$ cat src/rtl/hazard_unit_pkg.sv
// Shared constants and descriptor types for the
// hazard unit and its instruction classifier.
package hazard_unit_pkg;

  localparam logic [5:0] OP_SPECIAL = 6'h00;
  localparam logic [5:0] OP_REGIMM  = 6'h01;
  localparam logic [5:0] OP_JAL     = 6'h03;
  localparam logic [5:0] OP_BEQ     = 6'h04;
  localparam logic [5:0] OP_BNE     = 6'h05;
  localparam logic [5:0] OP_BLEZ    = 6'h06;
  localparam logic [5:0] OP_BGTZ    = 6'h07;
  localparam logic [5:0] OP_ADDI    = 6'h08;
  localparam logic [5:0] OP_ADDIU   = 6'h09;
  localparam logic [5:0] OP_SLTI    = 6'h0a;
  localparam logic [5:0] OP_SLTIU   = 6'h0b;
  localparam logic [5:0] OP_ANDI    = 6'h0c;
  localparam logic [5:0] OP_ORI     = 6'h0d;
  localparam logic [5:0] OP_XORI    = 6'h0e;
  localparam logic [5:0] OP_LUI     = 6'h0f;
  localparam logic [5:0] OP_LB      = 6'h20;
  localparam logic [5:0] OP_LH      = 6'h21;
  localparam logic [5:0] OP_LW      = 6'h23;
  localparam logic [5:0] OP_LBU     = 6'h24;
  localparam logic [5:0] OP_LHU     = 6'h25;
  localparam logic [5:0] OP_SB      = 6'h28;
  localparam logic [5:0] OP_SH      = 6'h29;
  localparam logic [5:0] OP_SW      = 6'h2b;

  localparam logic [5:0] FN_SLL   = 6'h00;
  localparam logic [5:0] FN_SRL   = 6'h02;
  localparam logic [5:0] FN_SRA   = 6'h03;
  localparam logic [5:0] FN_SLLV  = 6'h04;
  localparam logic [5:0] FN_SRLV  = 6'h06;
  localparam logic [5:0] FN_SRAV  = 6'h07;
  localparam logic [5:0] FN_JR    = 6'h08;
  localparam logic [5:0] FN_JALR  = 6'h09;
  localparam logic [5:0] FN_MFHI  = 6'h10;
  localparam logic [5:0] FN_MTHI  = 6'h11;
  localparam logic [5:0] FN_MFLO  = 6'h12;
  localparam logic [5:0] FN_MTLO  = 6'h13;
  localparam logic [5:0] FN_MULT  = 6'h18;
  localparam logic [5:0] FN_MULTU = 6'h19;
  localparam logic [5:0] FN_DIV   = 6'h1a;
  localparam logic [5:0] FN_DIVU  = 6'h1b;
  localparam logic [5:0] FN_ADD   = 6'h20;
  localparam logic [5:0] FN_ADDU  = 6'h21;
  localparam logic [5:0] FN_SUB   = 6'h22;
  localparam logic [5:0] FN_SUBU  = 6'h23;
  localparam logic [5:0] FN_AND   = 6'h24;
  localparam logic [5:0] FN_OR    = 6'h25;
  localparam logic [5:0] FN_XOR   = 6'h26;
  localparam logic [5:0] FN_NOR   = 6'h27;
  localparam logic [5:0] FN_SLT   = 6'h2a;
  localparam logic [5:0] FN_SLTU  = 6'h2b;

  localparam logic [4:0] RT_BLTZ   = 5'h00;
  localparam logic [4:0] RT_BGEZ   = 5'h01;
  localparam logic [4:0] RT_BLTZAL = 5'h10;
  localparam logic [4:0] RT_BGEZAL = 5'h11;

  localparam logic [1:0] TUSE_BR  = 2'd0;
  localparam logic [1:0] TUSE_ALU = 2'd1;
  localparam logic [1:0] TUSE_ST  = 2'd2;

  localparam logic [1:0] TNEW_LINK = 2'd0;
  localparam logic [1:0] TNEW_ALU  = 2'd1;
  localparam logic [1:0] TNEW_LOAD = 2'd2;

  localparam logic [1:0] FWD_D_RF   = 2'b00;
  localparam logic [1:0] FWD_D_ALU  = 2'b01;
  localparam logic [1:0] FWD_D_LINK = 2'b10;

  localparam logic [1:0] FWD_E_REG  = 2'b00;
  localparam logic [1:0] FWD_E_ALU  = 2'b01;
  localparam logic [1:0] FWD_E_WB   = 2'b10;
  localparam logic [1:0] FWD_E_LINK = 2'b11;

  localparam logic [3:0] MD_MULT_CYC = 4'd5;
  localparam logic [3:0] MD_DIV_CYC  = 4'd10;

  typedef enum logic [1:0] {
    SRC_ALU,
    SRC_MEM,
    SRC_LINK
  } src_t;

  typedef enum logic [1:0] {
    MD_NONE,
    MD_MULT,
    MD_DIV
  } md_t;

  typedef struct packed {
    logic [4:0] rs;
    logic [4:0] rt;
    logic [4:0] dest;
    logic [1:0] tnew;
    src_t       src;
    md_t        md;
  } desc_t;

  function automatic desc_t desc_null();
    desc_t d;
    d.rs   = 5'd0;
    d.rt   = 5'd0;
    d.dest = 5'd0;
    d.tnew = 2'd0;
    d.src  = SRC_ALU;
    d.md   = MD_NONE;
    return d;
  endfunction

  // One stage older: result is one cycle closer.
  function automatic desc_t desc_age(desc_t d);
    desc_t a;
    a = d;
    if (a.tnew != 2'd0)
      a.tnew = a.tnew - 2'd1;
    return a;
  endfunction

endpackage

$ cat src/rtl/hazard_decode.sv
// Classifies one instruction into register use,
// Tuse, destination, Tnew and mult/div class.
module hazard_decode
  import hazard_unit_pkg::*;
(
  input  logic [31:0] instr,
  output desc_t       desc,
  output logic        use_rs,
  output logic        use_rt,
  output logic [1:0]  tuse_rs,
  output logic [1:0]  tuse_rt,
  output logic        md_class
);

  logic [5:0] op;
  logic [5:0] fn;
  logic [4:0] rs;
  logic [4:0] rt;
  logic [4:0] rd;

  assign op = instr[31:26];
  assign rs = instr[25:21];
  assign rt = instr[20:16];
  assign rd = instr[15:11];
  assign fn = instr[5:0];

  logic special;
  logic f_shift, f_shiftv, f_alur;
  logic f_jr, f_jalr, f_mf, f_mt;
  logic f_mul, f_div, f_bz, f_bzal;
  logic f_jal, f_br2, f_br1;
  logic f_alui, f_lui, f_load, f_store;

  assign special = op == OP_SPECIAL;

  // The all-zero word is a pure bubble.
  assign f_shift = special && (instr != 32'd0)
    && (fn == FN_SLL || fn == FN_SRL
        || fn == FN_SRA);
  assign f_shiftv = special
    && (fn == FN_SLLV || fn == FN_SRLV
        || fn == FN_SRAV);
  assign f_alur = special
    && (fn == FN_ADD  || fn == FN_ADDU
        || fn == FN_SUB || fn == FN_SUBU
        || fn == FN_AND || fn == FN_OR
        || fn == FN_XOR || fn == FN_NOR
        || fn == FN_SLT || fn == FN_SLTU);
  assign f_jr   = special && fn == FN_JR;
  assign f_jalr = special && fn == FN_JALR;
  assign f_mf   = special
    && (fn == FN_MFHI || fn == FN_MFLO);
  assign f_mt   = special
    && (fn == FN_MTHI || fn == FN_MTLO);
  assign f_mul  = special
    && (fn == FN_MULT || fn == FN_MULTU);
  assign f_div  = special
    && (fn == FN_DIV || fn == FN_DIVU);

  assign f_bz = op == OP_REGIMM
    && (rt == RT_BLTZ || rt == RT_BGEZ);
  assign f_bzal = op == OP_REGIMM
    && (rt == RT_BLTZAL || rt == RT_BGEZAL);
  assign f_jal = op == OP_JAL;
  assign f_br2 = op == OP_BEQ || op == OP_BNE;
  assign f_br1 = op == OP_BLEZ || op == OP_BGTZ;
  assign f_alui = op == OP_ADDI || op == OP_ADDIU
    || op == OP_SLTI || op == OP_SLTIU
    || op == OP_ANDI || op == OP_ORI
    || op == OP_XORI;
  assign f_lui = op == OP_LUI;
  assign f_load = op == OP_LB || op == OP_LH
    || op == OP_LW || op == OP_LBU
    || op == OP_LHU;
  assign f_store = op == OP_SB || op == OP_SH
    || op == OP_SW;

  logic [4:0] dest;
  logic [1:0] tnew;
  src_t       src;
  md_t        md;

  always_comb begin
    use_rs   = 1'b0;
    use_rt   = 1'b0;
    tuse_rs  = TUSE_ALU;
    tuse_rt  = TUSE_ALU;
    dest     = 5'd0;
    tnew     = TNEW_ALU;
    src      = SRC_ALU;
    md       = MD_NONE;
    md_class = 1'b0;
    unique case (1'b1)
      f_shift: begin
        use_rt = 1'b1;
        dest   = rd;
      end
      f_shiftv, f_alur: begin
        use_rs = 1'b1;
        use_rt = 1'b1;
        dest   = rd;
      end
      f_jr: begin
        use_rs  = 1'b1;
        tuse_rs = TUSE_BR;
      end
      f_jalr: begin
        use_rs  = 1'b1;
        tuse_rs = TUSE_BR;
        dest    = rd;
        tnew    = TNEW_LINK;
        src     = SRC_LINK;
      end
      f_mf: begin
        dest     = rd;
        md_class = 1'b1;
      end
      f_mt: begin
        use_rs   = 1'b1;
        md_class = 1'b1;
      end
      f_mul: begin
        use_rs   = 1'b1;
        use_rt   = 1'b1;
        md_class = 1'b1;
        md       = MD_MULT;
      end
      f_div: begin
        use_rs   = 1'b1;
        use_rt   = 1'b1;
        md_class = 1'b1;
        md       = MD_DIV;
      end
      f_bz: begin
        use_rs  = 1'b1;
        tuse_rs = TUSE_BR;
      end
      f_bzal: begin
        use_rs  = 1'b1;
        tuse_rs = TUSE_BR;
        dest    = 5'd31;
        tnew    = TNEW_LINK;
        src     = SRC_LINK;
      end
      f_jal: begin
        dest = 5'd31;
        tnew = TNEW_LINK;
        src  = SRC_LINK;
      end
      f_br2: begin
        use_rs  = 1'b1;
        use_rt  = 1'b1;
        tuse_rs = TUSE_BR;
        tuse_rt = TUSE_BR;
      end
      f_br1: begin
        use_rs  = 1'b1;
        tuse_rs = TUSE_BR;
      end
      f_alui: begin
        use_rs = 1'b1;
        dest   = rt;
      end
      f_lui: begin
        dest = rt;
      end
      f_load: begin
        use_rs = 1'b1;
        dest   = rt;
        tnew   = TNEW_LOAD;
        src    = SRC_MEM;
      end
      f_store: begin
        use_rs  = 1'b1;
        use_rt  = 1'b1;
        tuse_rt = TUSE_ST;
      end
      default: ;
    endcase
  end

  // Unused source fields read as $0 so they never match.
  always_comb begin
    desc.rs   = use_rs ? rs : 5'd0;
    desc.rt   = use_rt ? rt : 5'd0;
    desc.dest = dest;
    desc.tnew = tnew;
    desc.src  = src;
    desc.md   = md;
  end

endmodule

$ cat src/rtl/hazard_unit.sv
// Stall/flush and bypass-select control with a
// mult/div busy tracker for a 5-stage pipeline.
module hazard_unit
  import hazard_unit_pkg::*;
(
  input  logic        clk,
  input  logic        reset,
  input  logic [31:0] instr_d,
  output logic        stall_pc,
  output logic        stall_d,
  output logic        flush_e,
  output logic [1:0]  fwd_rs_d,
  output logic [1:0]  fwd_rt_d,
  output logic [1:0]  fwd_rs_e,
  output logic [1:0]  fwd_rt_e,
  output logic        md_busy
);

  desc_t      d_desc;
  logic       use_rs;
  logic       use_rt;
  logic [1:0] tuse_rs;
  logic [1:0] tuse_rt;
  logic       md_class;

  hazard_decode u_dec (
    .instr    (instr_d),
    .desc     (d_desc),
    .use_rs   (use_rs),
    .use_rt   (use_rt),
    .tuse_rs  (tuse_rs),
    .tuse_rt  (tuse_rt),
    .md_class (md_class)
  );

  desc_t      e_q;
  desc_t      m_q;
  desc_t      w_q;
  logic [3:0] md_cnt;

  function automatic logic data_hz(
    logic [4:0] r,
    logic [1:0] tuse,
    logic [4:0] e_dest,
    logic [1:0] e_tnew,
    logic [4:0] m_dest,
    logic [1:0] m_tnew
  );
    return (r != 5'd0)
      && ((e_dest == r && e_tnew > tuse)
          || (m_dest == r && m_tnew > tuse));
  endfunction

  function automatic logic [1:0] fsel_d(
    logic [4:0] r,
    logic [4:0] m_dest,
    logic [1:0] m_tnew,
    src_t       m_src
  );
    logic [1:0] sel;
    sel = FWD_D_RF;
    if (r != 5'd0 && m_dest == r
        && m_tnew == 2'd0)
      sel = (m_src == SRC_LINK) ? FWD_D_LINK
                                : FWD_D_ALU;
    return sel;
  endfunction

  // A not-yet-ready M producer shadows W.
  function automatic logic [1:0] fsel_e(
    logic [4:0] r,
    logic [4:0] m_dest,
    logic [1:0] m_tnew,
    src_t       m_src,
    logic [4:0] w_dest
  );
    logic [1:0] sel;
    sel = FWD_E_REG;
    if (r != 5'd0) begin
      if (m_dest == r) begin
        if (m_tnew == 2'd0)
          sel = (m_src == SRC_LINK) ? FWD_E_LINK
                                    : FWD_E_ALU;
      end else if (w_dest == r) begin
        sel = FWD_E_WB;
      end
    end
    return sel;
  endfunction

  logic hz_rs;
  logic hz_rt;
  logic md_stall;
  logic stall;

  assign md_busy = md_cnt != 4'd0;

  assign hz_rs = use_rs && data_hz(
    d_desc.rs, tuse_rs, e_q.dest, e_q.tnew,
    m_q.dest, m_q.tnew);
  assign hz_rt = use_rt && data_hz(
    d_desc.rt, tuse_rt, e_q.dest, e_q.tnew,
    m_q.dest, m_q.tnew);
  assign md_stall = md_class
    && (md_busy || e_q.md != MD_NONE);
  assign stall = hz_rs || hz_rt || md_stall;

  assign stall_pc = stall;
  assign stall_d  = stall;
  assign flush_e  = stall;

  assign fwd_rs_d = fsel_d(
    d_desc.rs, m_q.dest, m_q.tnew, m_q.src);
  assign fwd_rt_d = fsel_d(
    d_desc.rt, m_q.dest, m_q.tnew, m_q.src);
  assign fwd_rs_e = fsel_e(
    e_q.rs, m_q.dest, m_q.tnew, m_q.src,
    w_q.dest);
  assign fwd_rt_e = fsel_e(
    e_q.rt, m_q.dest, m_q.tnew, m_q.src,
    w_q.dest);

  always_ff @(posedge clk or negedge reset) begin
    if (!reset) begin
      e_q <= desc_null();
      m_q <= desc_null();
      w_q <= desc_null();
    end else begin
      e_q <= stall ? desc_null() : d_desc;
      m_q <= desc_age(e_q);
      w_q <= desc_age(m_q);
    end
  end

  // A start in E restarts the count even mid-op.
  always_ff @(posedge clk or negedge reset) begin
    if (!reset)
      md_cnt <= 4'd0;
    else if (e_q.md == MD_MULT)
      md_cnt <= MD_MULT_CYC;
    else if (e_q.md == MD_DIV)
      md_cnt <= MD_DIV_CYC;
    else if (md_cnt != 4'd0)
      md_cnt <= md_cnt - 4'd1;
  end

  logic unused_w;
  assign unused_w = ^{w_q.rs, w_q.rt, w_q.tnew,
                      w_q.src, w_q.md};

endmodule

$ cat config.mk
export PLATFORM = sky130hd
export DESIGN_NAME = hazard_unit
export DESIGN_NICKNAME = d
export VERILOG_FILES = /design/src/rtl/hazard_unit_pkg.sv /design/src/rtl/hazard_decode.sv /design/src/rtl/hazard_unit.sv
export SDC_FILE = /design/constraint.sdc
export NUM_CORES = 1
export LEC_CHECK = 0
export ABC_CLOCK_PERIOD_IN_PS = 11300
export CORE_MARGIN = 2
export CORE_UTILIZATION = 59
export CTS_CLUSTER_DIAMETER = 200
export CTS_CLUSTER_SIZE = 24
export DETAILED_ROUTE_END_ITERATION = 12
export PLACE_DENSITY = 0.91
export SYNTH_ARGS = -nofsm -noshare
export SYNTH_HDL_FRONTEND = slang
export SYNTH_HIERARCHICAL = 1
export SYNTH_SLANG_ARGS = --single-unit
export TNS_END_PERCENT = 20
$ cat constraint.sdc
create_clock -name clk -period 11.3 [get_ports clk]
set_input_delay 1.695 -clock clk [delete_from_list [all_inputs] [get_ports clk]]
set_output_delay 1.695 -clock clk [all_outputs]
set_load 0.01 [all_outputs]
== After elaboration in Yosys (flattened, before gate mapping) ==
Cells that the tools add are included.

* Input bits: 34
* Output and inout port bits: 12
* Register bits after elaboration: 39
* Logic and storage cells: 189

* Muxes and demuxes: 27
* Reduce and logical (&&, ||, !) cells: 84
* Add/sub/neg operators: 2
* $lt $le $gt $ge: 4
* Equal/unequal tests: 61

{| class="wikitable"
|+ Operators by type and width
! kind !! count
|-
| $eq A6 B6 Y1 const B || 18
|-
| $eq A6 B4 Y1 const B || 10
|-
| $eq A6 B5 Y1 const B || 8
|-
| $eq A6 B3 Y1 const B || 7
|-
| $eq A5 B5 Y1 || 8
|-
| $logic_or A1 B1 Y1 || 38
|-
| $reduce_bool A32 Y1 || 1
|-
| $logic_and A1 B1 Y1 || 25
|-
| $mux W2 || 12
|-
| $mux W21 || 1
|-
| $reduce_bool A5 Y1 || 4
|-
| $eq A6 B2 Y1 const B || 3
|-
| $pmux W2 S2 || 4
|-
| $pmux W5 S3 || 1
|-
| $reduce_or A14 Y1 || 1
|-
| $logic_not A6 Y1 || 2
|-
| $mux W4 || 3
|-
| $eq A5 B5 Y1 const B || 2
|-
| $mux W5 || 2
|-
| $gt A2 B2 Y1 || 4
|-
| $reduce_or A7 Y1 || 1
|-
| $eq A6 B1 Y1 const B || 1
|-
| $reduce_or A3 Y1 || 2
|-
| $reduce_or A6 Y1 || 1
|-
| 14 further kinds || 19
|}

== Logic depth before layout (Yosys ltp) ==
* Depth in word-level cells: 22
* Mapped depth: 13
* Mapped depth without buffers: 10

== Cells and area by module ==
Netlist, hierarchy kept.

{| class="wikitable"
|+ By module, submodules not included
! module !! times used !! area each (um^2) !! seq. area each (um^2) !! cells each
|-
| hazard_unit || 1 || 2354.8 || 975.9 || 221
|-
| hazard_decode || 1 || 624.3 || 0.0 || 91
|}

== Least setup slack after synthesis ==
No wires, ideal clock.

* Path type: input to output
* Start: input port instr_d[31]
* End: output port stall_d
* Stages on the path: 13
* Arrival time: 4377 ps
* Path slack: 5228 ps
* Path buffers: 3
* Data required time: 9605 ps
* Cells stage by stage: buf_4 or3_4 nor3b_4 o211ai_2 nand3_2 and2_1 xnor2_1 nand4_1 or4_4 a21boi_4 buf_6 a21o_1 buf_4

{| class="wikitable"
|+ RTL lines
! element !! RTL line !! text
|-
| from (decl) || hazard_unit.sv:8 || <nowiki>input logic [31:0] instr_d,</nowiki>
|-
| to (decl) || hazard_unit.sv:10 || <nowiki>output logic stall_d,</nowiki>
|}

==> results by group <==
Routing
  • WL final: 6.81 mm
  • DRT Pass-1 Iters: 4
  • Drt drc: 0
  • Initial DRC Count: 105
  • Vias per cell: 5.83
  • WL/cell: 16.2 um
  • Vias: 2450
  • Post-route ant nets: 0

Global route
  • First-pass GRT wire length: around 11 mm
  • Grt ovf: 0
  • Total global-route track usage: 26.8%
  • Initial antenna violation count: 0
  • Vias in the first global route: around 2400
  • Largest net degree at the start of global routing: 40

Critical path
  • Startpoint Class: primary input
  • R2R depth: 6
  • Worst endpoint data arrival time: 6.01 ns
  • R2r setup slk: 8.76 ns
  • Crit Path Class: in2out
  • CP Max Fanout: 22
  • Required time worst endpoint: 9.61 ns
  • CP startpoint: instr_d[0]
  • Critical path capture point type: primary output
  • Reg-to-reg startpoint: e_q[5]$_DFF_PN0_
  • Reg-to-Reg End: e_q[0]$_DFF_PN0_

Layout
  • Layout net count: around 400
  • Most frequent cells in the layout: clkdlybuf4s50_1, dfrtp_1, inv_1
  • Most common cell after layout, fill and taps aside: clkdlybuf4s50_1
  • Area Overhead vs Synth: 17.6%
  • Diode count: 0
  • Layout cells sized above 1: 14.7%
  • Finished Cell Area: 3500 sq um
  • Fin util: 73.2%

Die
  • Die height: ~75 um
  • Die X: between 70 and 80 um
  • Initial core utilization: 62.2%
  • Core ar.: 4790 sq um
  • Die footprint: 5630 sq um
  • IO Pins: 46
  • Site Rows: 25

STA
  • TNS Setup: 0 ns
  • Final setup violation count: 0
  • Final setup margin: 3.60 ns
  • Final period util: between 60% and 70%
  • Clk_skew: ~0.0064 ns
  • Final hold vios: 0
  • RSZ-0062 raised after global routing: no
  • Worst-Margin Slew: between 0.9 and 1 ns
  • Final-report max-slew violation count: 0
  • Fin crit period: approximately 7.7 ns
  • Slew HR: 37.5%
  • Max Clk Rate: 130 MHz

Power and ir drop
  • Sw Share: 32.1%
  • Clock power frac: 26.0%
  • Power Internal: 0.269 mW
  • P per Cell Area: 113 nW/um^2
  • PnR Total Power: 0.396 mW
  • Net Sw Power: 0.127 mW
  • Comb power frac: 32.3%
  • Leakage: ~1.6 nW
  • Max IR drop VDD: ~70 uV
  • Sequential Power Share: 41.7%

Clocking
  • CTS sink count: 39
  • Clock latency on the worst-skew pair: between 0.2 and 0.3 ns
  • Worst-path clk slew: around 0.07 ns
  • CTS Buffer Depth: 2
  • H-tree levels: 2
  • Root Buffer: clkbuf_8
  • Number of hold buffers added after cts: 0
  • Postcts setup bufs: 0
  • CTS buffer count: 5
  • CTS tree: done
  • CTS-repair resized insts: 0

Worst hold path
  • Worst hold endpoint: m_q[2]$_DFF_PN0_
  • HP Class: reg2reg
  • Hold path startpoint: e_q[2]$_DFF_PN0_
  • Hold depth: 0

Placement
  • HPWL Detailed: between 5 and 6 mm
  • Setup WS pre-CTS: 3.64 ns
  • Placer congestion estimate: about 1.0
  • Placed Area: 3400 sq um
  • Port Buffer Count: 45

Yosys
  • Mean Syn Cell Area: 9.55 sq um
  • Seq cells post-synth: 39
  • Synth top area share: 32.8%
  • Sequential element share of the synthesized area: 32.8%
  • Synth top area cells: dfrtp_1, xor2_1, a211oi_2
  • Post-synth ARST share: between 90% and 100%
  • Most used DFF post-synth: dfrtp_1
  • Yosys top cell by area: dfrtp_1
  • Distinct cells, synth: 60
  • Synth warn: 6
  • Mapped Area: roughly 3000 sq um
  • Post-synth EDFFs: 0
  • Synth Instances: 312
  • Syn nets: 356

Outcome
  • Status: completed

Run
  • Max_cap viols: 0
cells in the mapped netlist (4+ instances only):
| library cell | count |
|---|---|
| or4_1 | 5 |
| a221o_1 | 6 |
| nor3_1 | 16 |
| inv_1 | 31 |
| nand3_1 | 5 |
| nand4_1 | 7 |
| nand2_1 | 11 |
| a21oi_1 | 14 |
| buf_6 | 4 |
| nor3b_2 | 5 |
| and2_1 | 6 |
| nor2b_2 | 5 |
| buf_4 | 5 |
| dfrtp_1 | 39 |
| ha_1 | 10 |
| a211oi_2 | 14 |
| o21ai_0 | 4 |
| xnor2_1 | 18 |
| xor2_1 | 23 |
| nor2b_1 | 6 |
| nor2_1 | 24 |
| nor4_1 | 4 |
layout make-up:
| type | instances | area [sq um] |
|---|---|---|
| tap | 67 | 83.8 |
| multi-input combinational | 229 | 1770 |
| clock inverter | 1 | 7.51 |
| clock buffer | 7 | 96.3 |
| sequential | 39 | 976 |
| timing repair buffer | 46 | 453 |
| fill | 335 | 1280 |
| inverter | 31 | 116 |
metrics by stage:
step | hold slack, ns | instances
finish | 0.354 | 420
global route | 0.362 | 420
CTS | 0.352 | 420
detailed placement | 0.338 | 412
global placement | 0.335 | 412
floorplan | 0.331 | 312
power by group through the flow:
| stage | Combinational (mW) | Clock, mW | Sequential (mW) |
|---|---|---|---|
| detailed placement | 0.127 | 0 | 0.168 |
| global placement | 0.119 | 0 | 0.167 |
| CTS | 0.128 | 0.104 | 0.165 |
| floorplan | 0.0846 | 0 | 0.165 |
| finish | 0.128 | 0.103 | 0.165 |
| global route | 0.142 | 0.110 | 0.167 |
routing by layer:
metal | wire length [um] | part of all wire (%) | track usage [%]
met5 | 0 | 0 | 0
met4 | 176 | 2.6 | 10.9
met3 | 366 | 5.4 | 5.09
met2 | 3490 | 51 | 48.1
met1 | 2780 | 41 | 31.4
flip-flops by register name (all words and copies together), names as in the netlist:
signal and cells:
e_q 21, m_q 9, w_q 5, md_cnt 4
worst max-delay path by stage:
stage	end	slack (ns)
floorplan	stall_d	5.23
global route	flush_e	3.42
global placement	flush_e	3.76
finish	flush_e	3.60
detailed placement	flush_e	3.64
CTS	flush_e	3.63
worst max-delay path, stage by stage:
cell	delay, ns
clkdlybuf4s50_1	0.56
nor4_1	0.47
nand4_1	0.23
o211ai_2	0.26
nand3_2	0.16
and2_1	0.26
xnor2_1	0.17
nand4_1	0.12
or4_4	0.56
a21boi_4	0.70
a21o_1	0.25
clkdlybuf4s50_1	0.55
kinds of logic (layout without fill, tap and decap cells):
| family | after synthesis | in the layout | synth area share [%] |
|---|---|---|---|
| xor gates and xnor gates | 41 | 41 | 12.1 |
| AOI/OAI and AO/OA | 58 | 58 | 17.4 |
| adders and majority gates | 10 | 10 | 4.20 |
| DFF | 39 | 39 | 32.8 |
| other | 1 | 1 | 0.126 |
| and+or+nand+nor | 116 | 116 | 24.6 |
| muxes | 3 | 3 | 1.09 |
| buffers and inverters | 44 | 85 | 7.77 |
Note: power is estimated with default switching activity, not from simulation.
